[src/rtl/sr_pulse_ctrl.sv]
// Debounced, arbitrated set/clear command pulses for a downstream SR flip-flop.
// Optional conflict statistics counter enabled by defining SR_PULSE_CTRL_STATS_EN.
module sr_pulse_ctrl #(
    parameter int DEBOUNCE_CYCLES = 4,
    parameter int HOLDOFF_CYCLES  = 3
) (
    input  logic       clk,
    input  logic       rst_n,
    input  logic       set_btn,
    input  logic       clr_btn,
    output logic       S,
    output logic       R,
    output logic       busy,
    output logic       conflict,
    output logic [7:0] stat_conflicts
);

    localparam int CNT_W  = $clog2(DEBOUNCE_CYCLES);
    localparam int HOLD_W = $clog2(HOLDOFF_CYCLES + 1);
    localparam logic [CNT_W-1:0]  CNT_LAST  = CNT_W'(DEBOUNCE_CYCLES - 1);
    localparam logic [HOLD_W-1:0] HOLD_LOAD = HOLD_W'(HOLDOFF_CYCLES - 1);

    typedef enum logic [1:0] {
        IDLE    = 2'd0,
        PULSE_S = 2'd1,
        PULSE_R = 2'd2,
        LOCKOUT = 2'd3
    } state_t;

    logic [1:0]       btn;
    logic [1:0]       meta_p0;
    logic [1:0]       sync_p1;
    logic [1:0]       deb;
    logic [1:0]       deb_d;
    logic [1:0]       req;
    logic [CNT_W-1:0] cnt [2];
    logic             set_req;
    logic             clr_req;
    logic             coincide;
    state_t           state;
    logic [HOLD_W-1:0] hold;

    assign btn = {clr_btn, set_btn};

    // Bit 0 carries the set path, bit 1 the clear path.
    always_ff @(posedge clk or negedge rst_n) begin
        if (!rst_n) begin
            meta_p0 <= '0;
            sync_p1 <= '0;
            deb     <= '0;
            deb_d   <= '0;
            for (int i = 0; i < 2; i++) cnt[i] <= '0;
        end else begin
            meta_p0 <= btn;
            sync_p1 <= meta_p0;
            deb_d   <= deb;
            for (int i = 0; i < 2; i++) begin
                if (sync_p1[i] == deb[i]) begin
                    cnt[i] <= '0;
                end else if (cnt[i] == CNT_LAST) begin
                    deb[i] <= sync_p1[i];
                    cnt[i] <= '0;
                end else begin
                    cnt[i] <= cnt[i] + 1'b1;
                end
            end
        end
    end

    assign req      = deb & ~deb_d;
    assign set_req  = req[0];
    assign clr_req  = req[1];
    assign coincide = (state == IDLE) && set_req && clr_req;

    // Only IDLE accepts requests, so S and R can never be high together.
    always_ff @(posedge clk or negedge rst_n) begin
        if (!rst_n) begin
            state    <= IDLE;
            hold     <= '0;
            S        <= 1'b0;
            R        <= 1'b0;
            busy     <= 1'b0;
            conflict <= 1'b0;
        end else begin
            S        <= 1'b0;
            R        <= 1'b0;
            conflict <= 1'b0;
            case (state)
                IDLE: begin
                    if (set_req && clr_req) begin
                        conflict <= 1'b1;
                    end else if (set_req) begin
                        state <= PULSE_S;
                        S     <= 1'b1;
                        busy  <= 1'b1;
                    end else if (clr_req) begin
                        state <= PULSE_R;
                        R     <= 1'b1;
                        busy  <= 1'b1;
                    end
                end
                PULSE_S, PULSE_R: begin
                    state <= LOCKOUT;
                    hold  <= HOLD_LOAD;
                    busy  <= 1'b1;
                end
                LOCKOUT: begin
                    if (hold == '0) begin
                        state <= IDLE;
                        busy  <= 1'b0;
                    end else begin
                        hold <= hold - 1'b1;
                    end
                end
                default: begin
                    state <= IDLE;
                    busy  <= 1'b0;
                end
            endcase
        end
    end

`ifdef SR_PULSE_CTRL_STATS_EN
    logic [7:0] stat_q;

    always_ff @(posedge clk or negedge rst_n) begin
        if (!rst_n) begin
            stat_q <= 8'd0;
        end else if (coincide && (stat_q != 8'hFF)) begin
            stat_q <= stat_q + 8'd1;
        end
    end

    assign stat_conflicts = stat_q;
`else
    logic unused_coincide;
    assign unused_coincide = coincide;
    assign stat_conflicts  = 8'd0;
`endif

endmodule

[config.mk]
export PLATFORM = sky130hd
export DESIGN_NAME = sr_pulse_ctrl
export DESIGN_NICKNAME = d
export VERILOG_FILES = /design/src/rtl/sr_pulse_ctrl.sv
export SDC_FILE = /design/constraint.sdc
export NUM_CORES = 1
export LEC_CHECK = 0
export ABC_AREA = 1
export ABC_CLOCK_PERIOD_IN_PS = 3400
export CORE_MARGIN = 2
export CORE_UTILIZATION = 48
export CTS_CLUSTER_SIZE = 30
export DETAILED_ROUTE_END_ITERATION = 12
export PLACE_DENSITY_LB_ADDON = 0.25
export SLEW_MARGIN = 10
export SYNTH_ARGS = -nofsm -noshare
export SYNTH_HDL_FRONTEND = slang
export SYNTH_SLANG_ARGS = --single-unit
[constraint.sdc]
create_clock -name clk -period 3.4 [get_ports clk]
set_input_delay 0.68 -clock clk [delete_from_list [all_inputs] [get_ports clk]]
set_output_delay 0.68 -clock clk [all_outputs]
set_load 0.01 [all_outputs]
-- Yosys cells after proc, flatten, opt, wreduce, memory -nomap -nowiden
Index checks and enable logic that the tools add are counted.
- bits in registers: 20
- bits of input ports: 4
- output and inout port bits: 12
- word-level logic and storage cells: 65
- $add $sub $neg: 3
- equality and inequality tests: 11
- muxes and demuxes: 25
- bitwise logic cells: 4
- reductions and logical operators: 9
- operators by type and width (kind ; number):
    2-bit 2-to-1 mux ; 9
    1-bit 2-to-1 mux ; 13
    2-bit == test (second input constant) ; 4
    2-bit != test (second input constant) ; 3
    2-bit one-hot mux with 3 select lines ; 1
    2-bit AND reduction ; 3
    2-bit by 1-bit adder with 2-bit output (second input constant) ; 2
    2-bit logical NOT ; 2
    2-bit one-hot mux with 2 select lines ; 1
    3-bit != test (second input constant) ; 1
    1-bit one-hot mux with 3 select lines ; 1
    3-bit AND reduction ; 1
    2-bit bitwise AND ; 1
    1-bit == test ; 2
    2-bit by 1-bit == test with 1-bit output (second input constant) ; 1
    1-bit inverter ; 2
    2-bit inverter ; 1
    2-bit nonzero test ; 1
    2-bit OR reduction ; 1
    2-bit by 1-bit subtractor with 2-bit output (second input constant) ; 1
    1-bit logical AND ; 1

-- Depth between registers and ports, before layout
Gate-level depths: netlist of run 1.
- word-level depth: 6
- mapped depth: 7
- gate-level depth less buffers: 7

-- Least setup slack after synthesis of run 1
OpenSTA, ideal clock, no wires.
- path type: register -> register
- start: register state[0]
- end: register state[1]
- arrival: 1017 ps
- setup slack: 2266 ps
- cell stages (with the launch flop): 8
- buffers on the path: 0
- period minus slack after synthesis: 1134 ps
- cells stage by stage: dfrtp_1 -> inv_1 -> ha_1 -> nand3_2 -> nor2_2 -> nor2_1 -> nand3_1 -> nand2_1
- cells in the longest elaborated chain, start to end: 3
- elaborated cells on any way between the ends: 10
- those cells by class: eq/ne (6); mux (1); reduce/logical (3)
- RTL lines (item ; line ; RTL):
    start: declaration ; 40 ; state_t state;
    start signal: assignment ; 78 ; state <= IDLE;
    start signal: assignment ; 93 ; state <= PULSE_S;
    start signal: assignment ; 97 ; state <= PULSE_R;
    2-bit by 1-bit == test with 1-bit output (tied with other cells) ; 88 ; case (state)
    2-bit OR reduction (tied with other cells) ; 88 ;
    2-bit one-hot mux with 3 select lines / 3-bit AND reduction (equally long branches) ; - ;
Parallel ways exist; a longest one is shown, timed or not.
A chain may end at the register's enable or synchronous reset.

-- Worst setup path in the final report of run 1
- start: register busy
- end: output busy
- RTL lines (item ; line ; RTL):
    start: declaration ; 13 ; output logic busy,
    start signal: assignment ; 82 ; busy <= 1'b0;
    start signal: assignment ; 95 ; busy <= 1'b1;
    start signal: assignment ; 99 ; busy <= 1'b1;
No word-level cell between the ends.

==> run metrics, run 1 <==
Mean Syn Cell Area approximately 10 um^2; Setup Viol. Count Final 0; critical path peak fanout 2; crit path cell chain clkdlybuf4s50_1; CTS Hold Bufs 0; Reg power frac 40.9%; CP Buf/Inv Count 1; post-synthesis xor/xnor area fraction slightly below 2%; die height 47.11 um; NetSw 0.3190 mW; RSZ-0062 raised after global routing false; setup TNS 0 ns; GRT Residual Overflow 0; top post-synthesis cells by area dfrtp_1 56%, ha_1 7.0%, buf_4 6.7%; Post-synth top cells 20 x dfrtp_1, 16 x nand2_1, 10 x inv_1; Period minus WS final 1.866 ns; Synth area leader dfrtp_1; TritonCTS clock tree done; Pint 0.5715 mW; Leak 0.5179 nW; share of cells above drive strength 1 15.31%; VDD IR-drop max 0.5255 mV; die width 47.11 um; postcts setup bufs 0; Hold Vio Cnt, Final 0; filler cell count in the final layout 149; Synth Flop Type dfrtp_1; status finished, final reports clean; first-pass GRT wire length 1.945 mm; Synth Area in Adders around 7%; hold crit path type reg2reg; DRC viols 0; DR WL/cell 10.29 um; Via Count 552; pwr dens 879.7 mW/mm^2; cell area after synthesis 892.1 um^2; Via density 4.488; Antenna Cells 0; period utilization 54.88%; Simple-Gate Fraction of Synth Area roughly a fifth; die area 0.002219 mm^2; switch share between 30% and 40%; largest family of logic cells by synthesized area simple AND/OR/NAND/NOR gates; Async SR Flop Fraction 100.0%; Final Power between 0.8 and 0.9 mW; Pre-antenna DRT Iters 4; share of the synthesized area in the top cell type 56.10%; final clock skew 0.0009819 ns; EDFF count, synth 0; Post-Synthesis Cells 88; Rows 15; register area share after synthesis 56.10%; GRT Overall Usage 13.63%; flip-flop and latch count after synthesis 20; portion of netlist area occupied by mux cells 0%; I/O pin cnt 16; final max-slew violation count 0; top-count cell post-synth dfrtp_1; NumNets Final 108; Worst-Margin Slew ~0.85 ns; Critical Path Start Type flop; Post-DP HPWL 936.4 um; CTS Buffer Depth 2; crit path DAT between 1 and 1.5 ns; CP peak stage delay 0.53 ns; Crit. End Element output port; gpl congestion approximately 0.73; # Max-Cap Violations 0; initial antenna violation count 0; Slowest-stage cell, CP clkdlybuf4s50_1; Initial Util 51.11%; IO buf count 7; CTS HTree Levels 1; CP delay by family, top buffers and inverters; largest net degree at the start of global routing 21; f_max between 0.5 and 0.6 GHz; crit path kind reg2out; vias in the first global route 440; synth warn 0; required time worst endpoint 2.72 ns; DR iter-0 viols 8; distinct cell type count after synthesis 17; clock-pin slew on the worst setup and hold paths 0.11 ns; Final ANT Viol Nets 0; core area roughly 0.0017 mm^2; area grow syn2layout 13.46%; Synth Area in Compound Gates about 2.5%; normalized max-slew margin a little over two fifths; root buf cell clkbuf_4; PostCTS Resize Cnt 0; Gate power share 37.7%; Num CTS Buffers 3; clock sink count 20; Worst-Skew Late Latency around 0.3 ns; WL final 1.266 mm; Clk pwr share 21.3%
final cells by class:
class                      instances  area [um^2]  share of cell area, %
clock buffer                       3        22.52                  2.225
clock inverter                     1        30.03                  2.967
inverter                          13        48.80                  4.821
multi-input combinational         54        309.0                  30.53
sequential                        20        500.5                  49.44
tap                               25        31.28                  3.090
timing repair buffer               7        70.07                  6.922
through the flow:
| step | utilization [%] | std cells | setup WS (ns) | area, um^2 | hold slack (ns) |
|---|---|---|---|---|---|
| floorplan | - | 95 | 2.266 | 918.4 | 0.3312 |
| global placement | 54.98 | 119 | 1.633 | 959.7 | 0.3330 |
| detailed placement | 54.98 | 119 | 1.626 | 959.7 | 0.3362 |
| CTS | 57.99 | 123 | 1.518 | 1012 | 0.3639 |
| global route | 57.99 | 123 | 1.473 | 1012 | 0.3737 |
| finish | 57.99 | 123 | 1.534 | 1012 | 0.3590 |
flip-flops by register name (all words and copies together), names as in the netlist, 2 cells and up:
register / count
sync_p1: 2
cnt: 4
deb_d: 2
deb: 2
state: 2
hold: 2
meta_p0: 2
metal layers:
| metal | GRT usage [%] | share of wire, % | up-vias |
|---|---|---|---|
| li1 | - | - | 276 |
| met1 | 17.32 | 46 | 256 |
| met2 | 20.00 | 48 | 18 |
| met3 | 6.923 | 4.6 | 2 |
| met4 | 5.000 | 1.0 | 0 |
| met5 | 0 | 0 | - |
power groups by stage:
stage          Sequential (mW)  Combinational (mW)  Clock (mW)
3_3_place_gp             0.367               0.323           0
5_1_grt                  0.373               0.385       0.208
4_1_cts                  0.365               0.338       0.197
2_1_floorplan            0.366               0.254           0
3_5_place_dp             0.369               0.336           0
6_report                 0.364               0.336       0.190
placed cells by master, fill, tap and decap left out, types with 3 or more instances in the layout:
cell type	Yosys	routed
nor2_2	4	4
nand3_2	4	4
clkdlybuf4s50_1	0	7
inv_2	3	3
clkbuf_4	0	3
dfrtp_1	20	20
inv_1	10	10
ha_1	5	5
nand2_1	16	16
nor2_1	5	5
conb_1	1	8
worst paths after layout:
path	start	to	slack (ns)	cells past startpoint
max in group asynchronous	rst_n	meta_p0[0]	2.02	1
max reg2reg	state[1]	state[1]	2.10	7
min reg2reg	meta_p0[0]	sync_p1[0]	0.36	0
min	meta_p0[0]	sync_p1[0]	0.36	0
max	busy	busy	1.53	1
min in group asynchronous	rst_n	deb[0]	0.85	1
kinds of logic after synthesis:
family | Yosys count
and+or+nand+nor | 35
buffers and inverters | 21
DFF | 20
adders and majority gates | 5
AOI/OAI and AO/OA | 4
xor gates and xnor gates | 2
other | 1
(Power assumes the default switching activity.)
==> run 2, diff against run 1 <==
Settings changed: ABC_CLOCK_PERIOD_IN_PS 3400 to 1800.
Clock period 3.4 ns to 1.8 ns, I/O delays scaled along.
==> run 2 against run 1 <==
Net effect: non-clock buffer count is 1 higher; sequential share of layout area is 1.1 points higher; first-iteration DRC count shrank 100%; worst hold slack improved by 0.00057 ns; via count down 3.1%; final cell count is the same; flip-flop and latch count unchanged; worst setup slack got worse by 1.3 ns; power grew 70%; design area fell by 2.2%; clock skew grew 0.00073 ns; global-route usage rose by 0.35 points.
==> run metrics, run 2 (synthesis gave the netlist of run 1 again) <==
I/O pin cnt 16 (unchanged); pwr dens 1530 mW/mm^2 (was 879.7 mW/mm^2); postcts setup bufs 0 (unchanged); FF-to-FF setup slack 0.55 ns (was 2.10 ns); die width 47.11 um (unchanged); Largest Register cnt (unchanged); GRT Residual Overflow 0 (unchanged); f_max 0.6529 GHz; critical path peak fanout 2 (unchanged); Worst R2R Start state[0] (was state[1]); crit path DAT 1.17 ns (was 1.19 ns); Post-DP HPWL 980.2 um (was 936.4 um); crit path cell chain clkdlybuf4s50_1 (unchanged); die height 47.11 um (unchanged); die area 0.002219 mm^2 (unchanged); DR iter-0 viols 0 (was 8); DRC viols 0 (unchanged); GRT Overall Usage 13.98% (was 13.63%); Slowest-stage cell, CP clkdlybuf4s50_1 (unchanged); Via Count 535 (was 552); VDD IR-drop max 0.6941 mV (was 0.5255 mV); setup TNS 0 ns (unchanged); Hold WS 0.3596 ns (was 0.3590 ns); Final Power 1.514 mW (was 0.8905 mW); PostCTS Resize Cnt 0 (unchanged); R2R cell count 7 (unchanged); most common cell after layout, fill and taps aside dfrtp_1 (unchanged); most frequent cells in the layout 20 x dfrtp_1, 16 x nand2_1, 10 x inv_1 (unchanged); core area 0.001745 mm^2 (unchanged); Pre-antenna DRT Iters 1 (was 4); vias in the first global route 503 (was 440); clock-pin slew on the worst setup and hold paths 0.10 ns (was 0.11 ns); Critical Path Start Type flop (unchanged); CTS Hold Bufs 0 (unchanged); depth of the worst hold-timing path 0 (unchanged); Initial Util 51.11% (unchanged); Worst-Skew Late Latency 0.29 ns (was 0.30 ns); RSZ-0062 raised after global routing false (unchanged); Rows 15 (unchanged); Crit. End Element output port (unchanged); DR WL/cell 9.984 um (was 10.29 um); hold crit path type reg2reg (unchanged); Setup WS post-layout 0.2685 ns (was 1.534 ns); largest net degree at the start of global routing 21 (unchanged); WHS Endpoint sync_p1[0] (unchanged); CTS Buffer Depth 2 (unchanged); required time worst endpoint 1.44 ns (was 2.72 ns); share of cells above drive strength 1 15.31% (unchanged); Antenna Cells 0 (unchanged); CTS HTree Levels 1 (unchanged); TritonCTS clock tree done (unchanged); WL final 1.228 mm (was 1.266 mm); final instance area 989.7 um^2 (was 0.001012 mm^2); final max-slew violation count 0 (unchanged); # Max-Cap Violations 0 (unchanged); final clock skew 0.001713 ns (was 0.0009819 ns); Setup Viol. Count Final 0 (unchanged); period utilization 85.09%; Period minus WS final 1.532 ns; CP Buf/Inv Count 1 (unchanged); placed inst area 967.2 um^2 (was 959.7 um^2); CP peak stage delay 0.53 ns (about the same); NumNets Final 109 (was 108); Hold Crit Start meta_p0[0] (unchanged); area grow syn2layout 10.94% (was 13.46%); Hold Vio Cnt, Final 0 (unchanged); Final ANT Viol Nets 0 (unchanged); crit path kind reg2out (unchanged); initial antenna violation count 0 (unchanged); gpl congestion 0.7795 (was 0.7347); root buf cell clkbuf_4 (unchanged); first-pass GRT wire length 2.063 mm (was 1.945 mm); Largest register FFs 4 (unchanged); Via density 4.350 (was 4.488); Num CTS Buffers 3 (unchanged); IO buf count 7 (unchanged); worst reg2reg path endpoint state[1] (unchanged); filler cell count in the final layout 153 (was 149); Leak 0.5086 nW (was 0.5179 nW); status finished, final reports clean (unchanged); CP delay by family, top buffers and inverters (unchanged); dpl ws 0.5602 ns (was 1.626 ns); clock sink count 20 (unchanged)
[run 2: worst register-to-register path, cell delays in order, from the launching register on]
cell	delay (ns)
dfrtp_1	0.42
inv_1	0.07
ha_1	0.27
nand3_2	0.13
nor2_2	0.11
nor2_1	0.05
nand3_1	0.06
nand2_1	0.05
[run 2: power by group]
group | switching (mW) | internal (mW)
combinational | 0.361 | 0.263
sequential | 0.0950 | 0.593
clock | 0.124 | 0.0778
total | 0.580 | 0.934
[run 2: layout make-up]
cell class | instances | area [um^2] | share of cell area [%]
multi-input combinational | 54 | 309.0 | 31.23
sequential | 20 | 500.5 | 50.57
tap | 25 | 31.28 | 3.161
clock buffer | 3 | 22.52 | 2.276
inverter | 13 | 48.80 | 4.930
timing repair buffer | 8 | 77.57 | 7.838
[run 2: worst max path at each step]
stage | startpoint | endpoint | slack [ns] | cells after the start
3_5_place_dp | state[0] | state[1] | 0.56 | 7
6_report | busy | busy | 0.27 | 1
3_3_place_gp | busy | busy | 0.59 | 1
4_1_cts | busy | busy | 0.25 | 1
2_1_floorplan | state[0] | state[1] | 0.67 | 7
5_1_grt | busy | busy | 0.20 | 1
[run 2: metrics by stage]
step | instances | util (%)
after global routing | 123 | 56.70
after global placement | 120 | 55.41
after floorplan | 95 | -
after CTS | 123 | 56.70
final | 123 | 56.70
after detailed placement | 120 | 55.41
[run 2: per-layer routing]
metal  wire length (um)  global-route usage [%]
met1                592                   17.25
met2                592                   23.01
met4                  8                   8.333
met5                  0                       0
met3                 34                   2.308
